==> src/rtl/onn_pkg.sv <==
// Shared ONN fabric definitions: phase width, half-period threshold, phase type.
// No latency of its own.
// No backpressure of its own.
package onn_pkg;
    localparam int PW_DEF = 4;
    localparam int HALF   = 2 ** (PW_DEF - 1);

    // Also used by the phase-difference stage.
    typedef logic [PW_DEF-1:0] phase_t;
endpackage

==> src/rtl/sclk_tick_gen.sv <==
// Oscillator tick prescaler: one tick every DIV enabled sclk cycles.
// tick is combinational from the prescaler register.
// en=0 freezes the prescaler.
module sclk_tick_gen
    import onn_pkg::*;
#(
    parameter int DIV = 1
) (
    input  logic sclk,
    input  logic re,
    input  logic en,
    output logic tick
);
    localparam int               PRE_W = (DIV > 1) ? $clog2(DIV) : 1;
    localparam logic [PRE_W-1:0] LAST  = PRE_W'(DIV - 1);

    logic [PRE_W-1:0] pre_q, pre_d;

    assign tick = en && (pre_q == LAST);

    always_comb begin
        pre_d = pre_q;
        if (tick) begin
            pre_d = '0;
        end else if (en) begin
            pre_d = pre_q + 1'b1;
        end
    end

    always_ff @(posedge sclk or negedge re) begin
        if (!re) begin
            pre_q <= '0;
        end else begin
            pre_q <= pre_d;
        end
    end
endmodule

==> src/rtl/phase_osc_gen.sv <==
// Phase-programmable neuron oscillator: reference and lagged neuron square waves.
// Outputs are flops fed from next-state values; a new phase lands at the next period boundary.
// phase_rdy is low while one update is pending; the source must hold phase_vld.
module phase_osc_gen
    import onn_pkg::*;
#(
    parameter int PW         = PW_DEF,
    parameter int DIV        = 1,
    parameter int INIT_PHASE = 0
) (
    input  logic          sclk,
    input  logic          re,
    input  logic          en,
    input  logic [PW-1:0] phase_in,
    input  logic          phase_vld,
    output logic          phase_rdy,
    output logic [PW-1:0] phi_out,
    output logic          ref_out,
    output logic          nout,
    output logic          wrap
);
    localparam logic [PW-1:0] HALF_V   = PW'(2 ** (PW - 1));
    localparam logic [PW-1:0] INIT_V   = PW'(INIT_PHASE);
    localparam logic [PW-1:0] NEG_INIT = PW'(0) - INIT_V;
    localparam logic          NOUT_RST = (NEG_INIT < HALF_V);

    logic [PW-1:0] cnt_q, cnt_d;
    logic [PW-1:0] phi_q, phi_d;
    logic [PW-1:0] pending_q, pending_d;
    logic          pend_q, pend_d;
    logic          ref_q, ref_d;
    logic          nout_q, nout_d;
    logic          wrap_q, wrap_d;
    logic [PW-1:0] lag_d;
    logic          tick, boundary, accept, apply;

    sclk_tick_gen #(.DIV(DIV)) u_tick (
        .sclk (sclk),
        .re   (re),
        .en   (en),
        .tick (tick)
    );

    assign boundary = tick && (cnt_q == '1);
    assign accept   = phase_vld && !pend_q;
    assign apply    = boundary && pend_q;

    // Waveforms are derived from next-state cnt/phi so they move with those registers.
    always_comb begin
        cnt_d     = tick ? cnt_q + 1'b1 : cnt_q;
        phi_d     = apply ? pending_q : phi_q;
        pending_d = accept ? phase_in : pending_q;
        pend_d    = accept | (pend_q & ~apply);
        lag_d     = cnt_d - phi_d;
        ref_d     = (cnt_d < HALF_V);
        nout_d    = (lag_d < HALF_V);
        wrap_d    = boundary;
    end

    always_ff @(posedge sclk or negedge re) begin
        if (!re) begin
            cnt_q     <= '0;
            phi_q     <= INIT_V;
            pending_q <= '0;
            pend_q    <= 1'b0;
            ref_q     <= 1'b1;
            nout_q    <= NOUT_RST;
            wrap_q    <= 1'b0;
        end else begin
            cnt_q     <= cnt_d;
            phi_q     <= phi_d;
            pending_q <= pending_d;
            pend_q    <= pend_d;
            ref_q     <= ref_d;
            nout_q    <= nout_d;
            wrap_q    <= wrap_d;
        end
    end

    assign phase_rdy = ~pend_q;
    assign phi_out   = phi_q;
    assign ref_out   = ref_q;
    assign nout      = nout_q;
    assign wrap      = wrap_q;
endmodule

==> config.mk <==
export PLATFORM = sky130hd
export DESIGN_NAME = phase_osc_gen
export DESIGN_NICKNAME = d
export VERILOG_FILES = /design/src/rtl/onn_pkg.sv /design/src/rtl/sclk_tick_gen.sv /design/src/rtl/phase_osc_gen.sv
export SDC_FILE = /design/constraint.sdc
export NUM_CORES = 1
export LEC_CHECK = 0
export ABC_AREA = 1
export BUFFER_PORTS_ARGS = -buffer_cell sky130_fd_sc_hd__buf_2
export CORE_ASPECT_RATIO = 1.75
export CORE_UTILIZATION = 33
export CTS_CLUSTER_SIZE = 28
export DETAILED_ROUTE_END_ITERATION = 8
export GPL_ROUTABILITY_DRIVEN = 0
export HOLD_SLACK_MARGIN = 0.02
export PLACE_DENSITY = 0.53
export SYNTH_ARGS = -nofsm -noshare
export SYNTH_HDL_FRONTEND = slang
export SYNTH_SLANG_ARGS = --single-unit
export TNS_END_PERCENT = 100
==> constraint.sdc <==
create_clock -name sclk -period 1.6 [get_ports sclk]
set_input_delay 0.24 -clock sclk [delete_from_list [all_inputs] [get_ports sclk]]
set_output_delay 0.24 -clock sclk [all_outputs]
set_load 0.005 [all_outputs]
Word-level counts from Yosys, hierarchy flattened:

Index checks and enable logic that the tools add are counted.

* flip-flop bits (word level): 17
* bits in latches: 0
* memory bits (writable): 0
* bits in read-only memories: 0
* output and inout bits: 8
* word-level logic and storage cells: 29
* memories: 0

* add/subtract/negate cells: 3
* multiply operators: 0
* divide/modulo/power cells: 0
* order comparisons: 2
* equal/unequal tests: 1
* shift operators: 0
* mux-type cells: 4
* bitwise operators: 5
* reduce and logical (&&, ||, !) cells: 6

Operators by type and width (count)
* $lt A4 B4 Y1 const B: 2
* $mux W4: 2
* $add A4 B1 Y4 const B: 1
* $eq A4 B4 Y1 const B: 1
* $logic_and A1 B1 Y1: 4
* $sub A4 B4 Y4: 1
* $not A1 Y1: 3
* $mux W1: 2
* $reduce_bool A2 Y1: 1
* $add A1 B1 Y1 const B: 1
* $and A1 B1 Y1: 1
* $logic_not A1 Y1: 1
* $or A1 B1 Y1: 1

Longest topological paths before layout:

Gate-level depths: netlist of the first run.

* word-level depth: 7
* depth in mapped cells: 14
* mapped depth without buffers: 14

Modules after synthesis:

A second synthesis of the first run with hierarchy kept.

* cell total of the unflattened synthesis: 85
* area, all modules: 820.8 um^2

By module, submodules not included
* phase_osc_gen: instances 1, cells each 80, area an instance 780.7 um^2
* sclk_tick_gen: instances 1, cells each 5, area an instance 40.0 um^2

Worst setup path after synthesis of the first run:

No wires, ideal clock.

* path type: register to register
* start point: register cnt_q[0]
* end point: register nout_q, in the netlist nout
* data arrival time: 1.645 ns
* required time: 1.524 ns
* path slack: -0.121 ns
* stages on the path, launching flop included: 12
* buffers on the path: 0
* cell sequence: dfrtp_1 ha_1 inv_1 nor2_4 nand3_4 o21ai_1 inv_1 ha_1 a21oi_1 nand2_1 nand2_1 nand2_1

* cells in the longest elaborated chain, start to end: 6
* elaborated cells on any way between the ends: 8

RTL lines
* start: declaration: line phase_osc_gen.sv:27 `logic [PW-1:0] cnt_q, cnt_d;`
* start signal: assignment: line phase_osc_gen.sv:70 `cnt_q <= cnt_d;`
* $eq A4 B4 Y1: line phase_osc_gen.sv:44 `assign boundary = tick && (cnt_q == '1);`
* $logic_and A1 B1 Y1: line phase_osc_gen.sv:44
* $logic_and A1 B1 Y1: line phase_osc_gen.sv:46 `assign apply = boundary && pend_q;`
* $mux W4: line phase_osc_gen.sv:51 `phi_d = apply ? pending_q : phi_q;`
* named net phi_d[2]: line phase_osc_gen.sv:28 `logic [PW-1:0] phi_q, phi_d;`
* $sub A4 B4 Y4: line phase_osc_gen.sv:54 `lag_d = cnt_d - phi_d;`
* $lt A4 B4 Y1: line phase_osc_gen.sv:56 `nout_d = (lag_d < HALF_V);`
* named net nout_d: line phase_osc_gen.sv:32 `logic nout_q, nout_d;`
* end signal: assignment: line phase_osc_gen.sv:75 `nout_q <= nout_d;`
* end: declaration: line phase_osc_gen.sv:32

The timed path passes the listed nets, and every way through them passes these cells.
A chain may end at the register's enable or synchronous reset.

Final worst setup path of the first run:

Same ends and word-level chain as after synthesis.

==> results by group, run 1 <==
Run status
  – Outcome: finished with violations
  – Failing checks: negative setup slack

Worst setup path
  – Crit path arrival time: 1.89 ns
  – Critical Path Start Type: flop
  – CP required: 1.80 ns
  – Crit Path Category: reg -> reg
  – Critical path launch point: cnt_q[0]$_DFF_PN0_
  – Setup crit end kind: flop
  – Crit Path Max Fanout: 6
  – FF-to-FF Start: cnt_q[0]$_DFF_PN0_

STA
  – Worst slew pin tran: 0.382 ns
  – Max Freq: 0.591 GHz
  – Final Skew: 0.00271 ns
  – Slew Limit Fails: 0
  – Slack of the critical path: -0.0926 ns
  – Slew HR: 0.745
  – Final number of hold-violating endpoints: 0
  – Period utilization: 1.06
  – Endpoints failing setup: 1
  – Hold WS: 0.168 ns
  – RSZ-0062 raised after global routing: yes
  – Setup TNS: -0.0926 ns
  – Final min period: 1.69 ns

Logic synthesis
  – Register area share after synthesis: 0.517
  – Mean Syn Cell Area: 8.63 um^2
  – Synth cell types: 19
  – Ys Warns: 0
  – FF+latch count, synth: 17
  – Post-synthesis cell area: 828 um^2
  – Cells after synthesis: 96
  – Syn Nets: 107

Power
  – Worst VDD drop: 0.863 mV
  – Leak: 0.608 nW
  – Pwr per Cell Area: 1780 nW/um^2

Place
  – Inst Count DP: 149
  – Hpwl dp: 1350 um
  – DP Area: 1050 um^2
  – Port Buffer Count: 15
  – DP Worst Slack: -0.0781 ns

Global routing
  – Vias in the first global route: 693
  – Largest net degree at the start of global routing: 18
  – Total gr overflow: 0
  – GRT Overall Usage: 0.162
  – Global-route wire length before repair: 2900 um
  – Initial antenna violation count: 0

Clock network
  – # clock sinks: 17
  – H-Tree Depth: 1
  – Clk buf depth: 2
  – CTS tree: done
  – Clock root cell: clkbuf_8
  – TritonCTS Buffers: 3
  – Clk slew on worst S/H paths: 0.07 ns
  – Latest clock arrival within the worst-skew pair: 0.25 ns

Finish
  – Final instance area: 1140 um^2
  – Nets: 144
  – Final non-filler cell total: 157
  – Ant diodes: 0
  – Layout cells sized above 1: 0.409
  – Area delta synth->final: 37.3%

Routing
  – DR iter-0 viols: 10
  – DRC Markers: 0
  – Via Count: 699
  – Final WL: 1680 um
  – Via density per instance: 4.45
  – WL per Instance: 10.7 um
  – Final ANT Viol Nets: 0
  – First-pass DRT Iterations: 2

Die
  – Chip height: 68.3 um
  – Die Footprint: 2720 um^2
  – Die W: 39.9 um
  – Io pins: 16
  – Core ar.: 2330 um^2
  – # rows: 23
  – Starting Density: 0.355

Hold path
  – Hold path start: en
  – Hold Path Class: in -> reg

Run
  – Maxcap violations: 0
where the power goes:
group	switching (W)	internal [W]	total, W
sequential	0.0000918	0.000623	0.000715
combinational	0.000504	0.000475	0.000980
clock	0.000148	0.000177	0.000325
total	0.000744	0.00128	0.00202
logic make-up (layout without fill, tap and decap cells):
kind of cell,Yosys count,in the layout,share of synthesized area
buffers and inverters,17,53,0.0770
muxes,1,1,0.0136
xor gates and xnor gates,1,1,0.0106
adders and majority gates,3,3,0.0453
AOI/OAI and AO/OA,7,7,0.0423
DFF,17,17,0.517
and+or+nand+nor,50,50,0.295
Yosys cell counts:
cell	n	area, um^2
dfrtp_1	15	375
ha_1	3	37.5
nand3b_1	1	7.51
mux2_2	1	11.3
nand3_4	1	17.5
and2_1	1	6.26
o21ai_1	2	10.0
inv_1	16	60.1
nor2_1	6	22.5
a21oi_1	4	20.0
dfstp_2	2	52.6
inv_2	1	3.75
nand3_1	3	15.0
xnor2_1	1	8.76
nor2_4	2	22.5
o21ai_0	1	5.00
nand2_1	29	109
nand4_1	3	18.8
nand2_2	4	25.0
through the flow:
step / utilization / total power (W)
after floorplan: - / 0.00131
after global placement: 0.452 / 0.00164
after detailed placement: 0.452 / 0.00166
after CTS: 0.476 / 0.00199
after global routing: 0.488 / 0.00222
final: 0.488 / 0.00202
placed cells by master, fill, tap and decap left out, types with 3 or more instances in the layout:
cell,netlist,final
nand2_1,29,27
inv_2,1,4
a21oi_1,4,3
inv_1,16,13
buf_4,0,16
buf_2,0,15
nand3_1,3,3
nand4_1,3,3
dfrtp_1,15,15
nand2_2,4,6
clkbuf_8,0,3
nor2_1,6,6
cell type report:
class,count,area [um^2]
clock buffers,4,45.0
inverters,17,63.8
well taps,25,31.3
repair buffers,32,205
fillers,227,1190
multi-input cells,62,364
flip-flops and latches,17,428
state kept, by name, summed over array words and instances, names as in the netlist:
name / count
cnt_q: 4
pending_q: 4
phi_out: 4
nout: 1
pend_q: 1
ref_out: 1
u_tick.pre_q: 1
wrap: 1
final timing paths:
path	to	depth (start not counted)	slack [ns]
max in group asynchronous	ref_out$_DFF_PN1_	2	0.85
hold reg to reg	pending_q[1]$_DFFE_PN0P_	1	0.51
setup reg to reg	nout$_DFF_PN1_	13	-0.09
hold / removal	u_tick.pre_q$_DFFE_PN0P_	2	0.17
min in group asynchronous	u_tick.pre_q$_DFFE_PN0P_	2	0.43
setup / recovery	nout$_DFF_PN1_	13	-0.09
timing repair:
action	CTS	global route
setup buffers	0	3
hold buffers	1	0
resized for setup	0	3
endpoints found under the setup margin	1	1
pin swaps	1	6
endpoints found under the hold margin	15	0
layer usage:
metal,vias up,GRT usage,wire length [um]
li1,369,-,-
met1,316,0.172,628
met2,10,0.282,971
met3,4,0.0292,44
met4,0,0.0905,36
met5,-,0,0
worst max-delay path, stage by stage (launching register included):
cell and delay (ns):
dfrtp_1 0.36, ha_2 0.19, inv_2 0.04, nor2_4 0.13
nand3_4 0.11, o21ai_2 0.18, inv_2 0.06, ha_4 0.27
nand2_2 0.05, inv_2 0.04, nand2_2 0.04, nand2_1 0.06
nand2_1 0.05, nand2_1 0.06
No activity file was read; power rests on OpenSTA's default activity.
==> run 2, diff against run 1 <==
Settings changed: SYNTH_HIERARCHICAL set to 1.
==> run 2 against run 1 <==
  * The run still ends with negative setup slack left
  * Critical path depth down 1
  * Non-clock buffer count down 2
  * Combinational power up 20%
  * Die area down 0.86%
  * Core utilization up 0.054 points
  * First-iteration DRC count down 50%
  * Flip-flop and latch count unchanged
  * Maximum frequency down 0.17%
  * Synthesized cell count down 11%
  * Clock skew down 0.0016 ns
  * Largest cell class unchanged
  * Highest routed layer unchanged
==> results by group, run 2 <==
Run status
  – Outcome: finished with violations
  – Failing checks: negative setup slack

Routing
  – Via density per instance: 4.44
  – DR iter-0 viols: 5
  – DRC Markers: 0
  – Final WL: 1530 um
  – Via Count: 639
  – First-pass DRT Iterations: 3
  – Final ANT Viol Nets: 0
  – WL per Instance: 10.6 um

Global routing
  – Total gr overflow: 0
  – Largest net degree at the start of global routing: 18
  – Global-route wire length before repair: 2590 um
  – Busiest grt layer: met2
  – Met2 usage: 0.256
  – Initial antenna violation count: 0
  – Met1 usage: 0.152
  – Vias in the first global route: 623
  – GRT Overall Usage: 0.151
  – M3 GR Usage: 0.0195

STA
  – Final min period: 1.70 ns
  – Endpoints failing setup: 1
  – Worst slew pin tran: 0.379 ns
  – Slew HR: 0.747
  – Final number of hold-violating endpoints: 0
  – Period utilization: 1.06
  – Slew Limit Fails: 0
  – Slack of the critical path: -0.0955 ns
  – Max Freq: 0.590 GHz
  – Setup TNS: -0.0955 ns
  – RSZ-0062 raised after global routing: yes
  – Final Skew: 0.00111 ns

Power
  – Reg power frac: 0.337
  – Logic pwr share: 0.522
  – Psw: 0.000834 W
  – Worst VDD drop: 0.888 mV
  – Leak: 0.621 nW
  – Pint: 0.00142 W
  – Clock power share: 0.142
  – Sw frac: 0.370
  – Pwr per Cell Area: 1980 nW/um^2

Die
  – Io pins: 16
  – Core ar.: 2330 um^2
  – # rows: 23
  – Die Footprint: 2700 um^2
  – Chip height: 68.0 um
  – Starting Density: 0.352
  – Die W: 39.7 um

Finish
  – Fillers: 225
  – Layout cells sized above 1: 0.454
  – Final non-filler cell total: 144
  – Most frequent cells in the layout: nand2_1, dfrtp_1, buf_2, inv_1, buf_4
  – Core Util, Final: 0.488
  – Most common cell after layout, fill and taps aside: nand2_1
  – Nets: 131
  – Ant diodes: 0
  – Area delta synth->final: 38.7%
  – Seq. cell area: 428 um^2
  – Multi-input logic area: 388 um^2

Worst setup path
  – CP max-delay cell: dfrtp_1
  – Cell Chain, Critical Path: ha_4 -> nand2_4 -> nor2_8 -> nand2_4 -> inv_2 -> or2_4 -> o21ai_4 -> ha_4 -> a21oi_2 -> nand2_1 -> nand2_1 -> nand2_1
  – Setup crit end kind: flop
  – CP required: 1.79 ns
  – Crit Path Category: reg -> reg
  – Critical Path Max Stage Delay: 0.41 ns
  – Bufs and invs on worst path: 1
  – Critical Path Start Type: flop
  – Crit path arrival time: 1.88 ns
  – Crit Path Max Fanout: 2
  – Delay-heaviest family, CP: simple AND/OR/NAND/NOR gates
  – Cell mode on critical path: nand2_1

Place
  – Port Buffer Count: 15
  – Hpwl dp: 1210 um
  – Inst Count DP: 136

Clock network
  – TritonCTS Buffers: 3
  – Clk slew on worst S/H paths: 0.06 ns
  – CTS tree: done
  – Clock root cell: clkbuf_8
  – Latest clock arrival within the worst-skew pair: 0.25 ns
  – H-Tree Depth: 1
  – Clk buf depth: 2
  – # clock sinks: 17

Logic synthesis
  – Ys Warns: 6
  – Cells after synthesis: 85
  – Synth cell types: 20
  – Async SR Flop Fraction: 1.00
  – Post-synth EDFFs: 0
  – Post-synth top area share: 0.457
  – Post-synthesis cell area: 821 um^2
  – Synth top cells by count: nand2_1, dfrtp_1, inv_1
  – FF+latch count, synth: 17
  – Largest area contributor in the netlist: dfrtp_1
  – Most instantiated library cell after synthesis: nand2_1
  – Syn Nets: 96
  – Register area share after synthesis: 0.521
  – Synth Flop Type: dfrtp_1
  – Mean Syn Cell Area: 9.66 um^2
  – Top cells by area, synth: dfrtp_1, nand2_1, inv_1, dfstp_2, ha_1

Hold path
  – Hold Path Class: in -> reg

Run
  – Maxcap violations: 0
## run 2: logic make-up (layout without fill, tap and decap cells)
logic type	count (synthesis)	count (layout)	share of synthesized area
flip-flops	17	17	0.521
buffers and inverters	15	49	0.0686
adder cells (fa/ha/maj)	3	3	0.0457
AND/OR/NAND/NOR	38	38	0.250
XOR/XNOR	2	2	0.0213
AO/OA/AOI/OAI	7	7	0.0518
multiplexers	3	3	0.0412
## run 2: worst register-to-register path, stage by stage, from the launching register on
cell,delay (ns)
dfrtp_1,0.41
ha_4,0.18
nand2_4,0.08
nor2_8,0.04
nand2_4,0.06
inv_2,0.04
or2_4,0.23
o21ai_4,0.08
ha_4,0.22
a21oi_2,0.14
nand2_1,0.07
nand2_1,0.05
nand2_1,0.05
## run 2: worst paths after layout
path / start / end / slack [ns] / cells past startpoint
max: cnt_q[0]$_DFF_PN0_ / nout$_DFF_PN1_ / -0.1 / 12
min: en / u_tick/pre_q$_DFFE_PN0P_ / 0.14 / 2
max reg2reg: cnt_q[0]$_DFF_PN0_ / nout$_DFF_PN1_ / -0.1 / 12
min reg2reg: pending_q[0]$_DFFE_PN0P_ / pending_q[0]$_DFFE_PN0P_ / 0.51 / 2
max in group asynchronous: re / ref_out$_DFF_PN1_ / 0.86 / 2
min in group asynchronous: re / u_tick/pre_q$_DFFE_PN0P_ / 0.43 / 2
## run 2: per-stage QoR
step / power, W / instance area (um^2) / setup slack [ns] / hold WS, ns
after floorplan: 0.00143 / 840 / -0.132 / -0.0556
after global placement: 0.00178 / 1030 / -0.120 / 0.183
after detailed placement: 0.00181 / 1030 / -0.141 / 0.185
after CTS: 0.00214 / 1080 / -0.152 / 0.134
after global routing: 0.00249 / 1140 / -0.219 / 0.139
final: 0.00226 / 1140 / -0.0955 / 0.143
## run 2: area by class of cell
type,instances,area share
Sequential cell,17,0.376
Clock buffer,4,0.0396
Tap cell,25,0.0275
Inverter,15,0.0495
Timing Repair Buffer,30,0.167
Multi-Input combinational cell,53,0.341
## run 2: power by group through the flow
stage          combinational (W)  clock, W  sequential, W
6_report                 0.00118  0.000320       0.000759
5_1_grt                  0.00135  0.000347       0.000785
4_1_cts                  0.00106  0.000335       0.000745
3_5_place_dp             0.00105         0       0.000752
3_3_place_gp             0.00103         0       0.000749
2_1_floorplan           0.000667         0       0.000767
## run 2: what timing repair did
item	4_1_cts	5_1_grt
gates cloned	0	0
pin swaps	0	4
resized for setup	1	4
hold endpoints to repair	15	0
setup endpoints to repair	1	1
setup buffers	0	3
hold buffers	1	0
## run 2: routing by layer
layer | vias up | share of wire
li1 | 331 | -
met1 | 292 | 0.38
met2 | 11 | 0.56
met3 | 5 | 0.020
met4 | 0 | 0.040
met5 | - | 0
==> run 3, diff against run 2 <==
Settings changed: CORE_MARGIN set to 4.
==> run 3 against run 2 <==
  * Die area increased by 25%
  * Register-to-register slack worse by 0.04 ns
  * Critical path type unchanged
  * Critical endpoint unchanged
  * The run still ends with negative setup slack left
  * Via count down 2.7%
  * Cell area is 3.7% lower
  * Highest routed layer unchanged
==> results by group, run 3 (synthesized netlist as in run 2, its figures left out) <==
Worst setup path
  – Cell mode on critical path: nand2_1
  – CP max-delay cell: dfrtp_1
  – Setup crit end kind: flop
  – FF-to-FF Start: cnt_q[1]$_DFF_PN0_
  – Critical Path Start Type: flop
  – Crit Path Category: reg -> reg
  – Critical R2R Capture: nout$_DFF_PN1_
  – Crit Path Max Fanout: 3
  – FF-to-FF setup slack: -0.14 ns
  – Crit path arrival time: 1.92 ns
  – CP required: 1.79 ns
  – Cell Chain, Critical Path: ha_2 -> nand2_4 -> nor2_8 -> nand2_4 -> inv_2 -> or2_1 -> o21ai_2 -> ha_4 -> a21oi_4 -> nand2_1 -> nand2_1 -> nand2_1
  – Delay-heaviest family, CP: simple AND/OR/NAND/NOR gates
  – Worst Reg2Reg Path Length in Cells: 12
  – Critical Path Max Stage Delay: 0.39 ns
  – Bufs and invs on worst path: 1

Clock network
  – CTS tree: done
  – Clk buf depth: 2
  – H-Tree Depth: 1
  – Clock root cell: clkbuf_8
  – # clock sinks: 17
  – Clk slew on worst S/H paths: 0.06 ns
  – Postcts setup bufs: 0
  – TritonCTS Buffers: 3
  – Latest clock arrival within the worst-skew pair: 0.25 ns

Finish
  – Ant diodes: 0
  – Final instance area: 1100 um^2
  – Area delta synth->final: 33.5%
  – Most common cell after layout, fill and taps aside: nand2_1
  – Most frequent cells in the layout: nand2_1, dfrtp_1, buf_2, inv_1, buf_4
  – Core Util, Final: 0.470
  – Fillers: 244
  – Nets: 127
  – Layout cells sized above 1: 0.426

STA
  – Final number of hold-violating endpoints: 0
  – Final min period: 1.74 ns
  – Final Skew: 0.00411 ns
  – Max Freq: 0.576 GHz
  – Slack of the critical path: -0.136 ns
  – Worst slew pin tran: 0.382 ns
  – RSZ-0062 raised after global routing: yes
  – Slew Limit Fails: 0
  – Slew HR: 0.745
  – Period utilization: 1.09
  – Endpoints failing setup: 1
  – Setup TNS: -0.136 ns

Routing
  – Final ANT Viol Nets: 0
  – DR iter-0 viols: 7
  – First-pass DRT Iterations: 4
  – DRC Markers: 0
  – Via Count: 622
  – Final WL: 1510 um
  – WL per Instance: 10.8 um
  – Via density per instance: 4.44

Power
  – Leak: 0.601 nW
  – PnR Total Power: 0.00220 W
  – Worst VDD drop: 0.935 mV
  – Pwr per Cell Area: 2010 nW/um^2

Hold path
  – WHS Endpoint: u_tick/pre_q$_DFFE_PN0P_
  – Hold Path Class: in -> reg
  – Hold path start: en
  – Hold depth: 2

Place
  – Port Buffer Count: 15
  – DP Area: 1020 um^2
  – Hpwl dp: 1200 um
  – DP Worst Slack: -0.173 ns

Die
  – Die W: 45.7 um
  – Chip height: 74.0 um
  – Core ar.: 2330 um^2
  – # rows: 23
  – Io pins: 16
  – Starting Density: 0.352
  – Die Footprint: 3380 um^2

Run status
  – Failing checks: negative setup slack
  – Outcome: finished with violations

Global routing
  – Global-route wire length before repair: 2810 um
  – Initial antenna violation count: 0
  – GRT Overall Usage: 0.117
  – Vias in the first global route: 655
  – Total gr overflow: 0
  – Largest net degree at the start of global routing: 18

Run
  – Maxcap violations: 0
run 3: worst max path at each step:
| stage | from | endpoint | slack [ns] | cells past startpoint |
|---|---|---|---|---|
| 3_5_place_dp | cnt_q[1]$_DFF_PN0_ | nout$_DFF_PN1_ | -0.17 | 12 |
| 4_1_cts | cnt_q[1]$_DFF_PN0_ | nout$_DFF_PN1_ | -0.15 | 12 |
| 6_report | cnt_q[1]$_DFF_PN0_ | nout$_DFF_PN1_ | -0.14 | 12 |
| 5_1_grt | cnt_q[1]$_DFF_PN0_ | nout$_DFF_PN1_ | -0.29 | 12 |
| 2_1_floorplan | cnt_q[0]$_DFF_PN0_ | nout$_DFF_PN1_ | -0.13 | 14 |
| 3_3_place_gp | cnt_q[1]$_DFF_PN0_ | nout$_DFF_PN1_ | -0.14 | 12 |
run 3: metrics by stage:
| step | std cells | hold WS, ns |
|---|---|---|
| finish | 140 | 0.153 |
| global route | 140 | 0.153 |
| CTS | 140 | 0.153 |
| detailed placement | 135 | 0.189 |
| global placement | 135 | 0.180 |
| floorplan | 85 | -0.0556 |
run 3: routing by layer:
layer | vias up | global-route usage | routed length, um
li1 | 322 | - | -
met1 | 285 | 0.123 | 541
met2 | 10 | 0.204 | 886
met3 | 5 | 0.0363 | 46
met4 | 0 | 0.0570 | 35
met5 | - | 0 | 0
run 3: layout make-up:
| class | count | area (um^2) | share of cell area |
|---|---|---|---|
| Clock buffer | 4 | 45.0 | 0.0411 |
| Inverter | 15 | 56.3 | 0.0514 |
| Multi-Input combinational cell | 53 | 375 | 0.342 |
| Sequential cell | 17 | 428 | 0.390 |
| Tap cell | 25 | 31.3 | 0.0285 |
| Timing Repair Buffer | 26 | 160 | 0.146 |
run 3: power by group:
group / leakage [nW] / internal (W) / switching (W)
combinational: 0.380 / 0.000559 / 0.000595
sequential: 0.198 / 0.000642 / 0.0000935
clock: 0.0228 / 0.000176 / 0.000137
run 3: repair_timing:
item / CTS / global route
endpoints found under the hold margin: 15 / 0
hold buffers: 1 / 0
setup endpoints to repair: 1 / 1
pin swaps: 1 / 0
gates resized for setup: 3 / 0
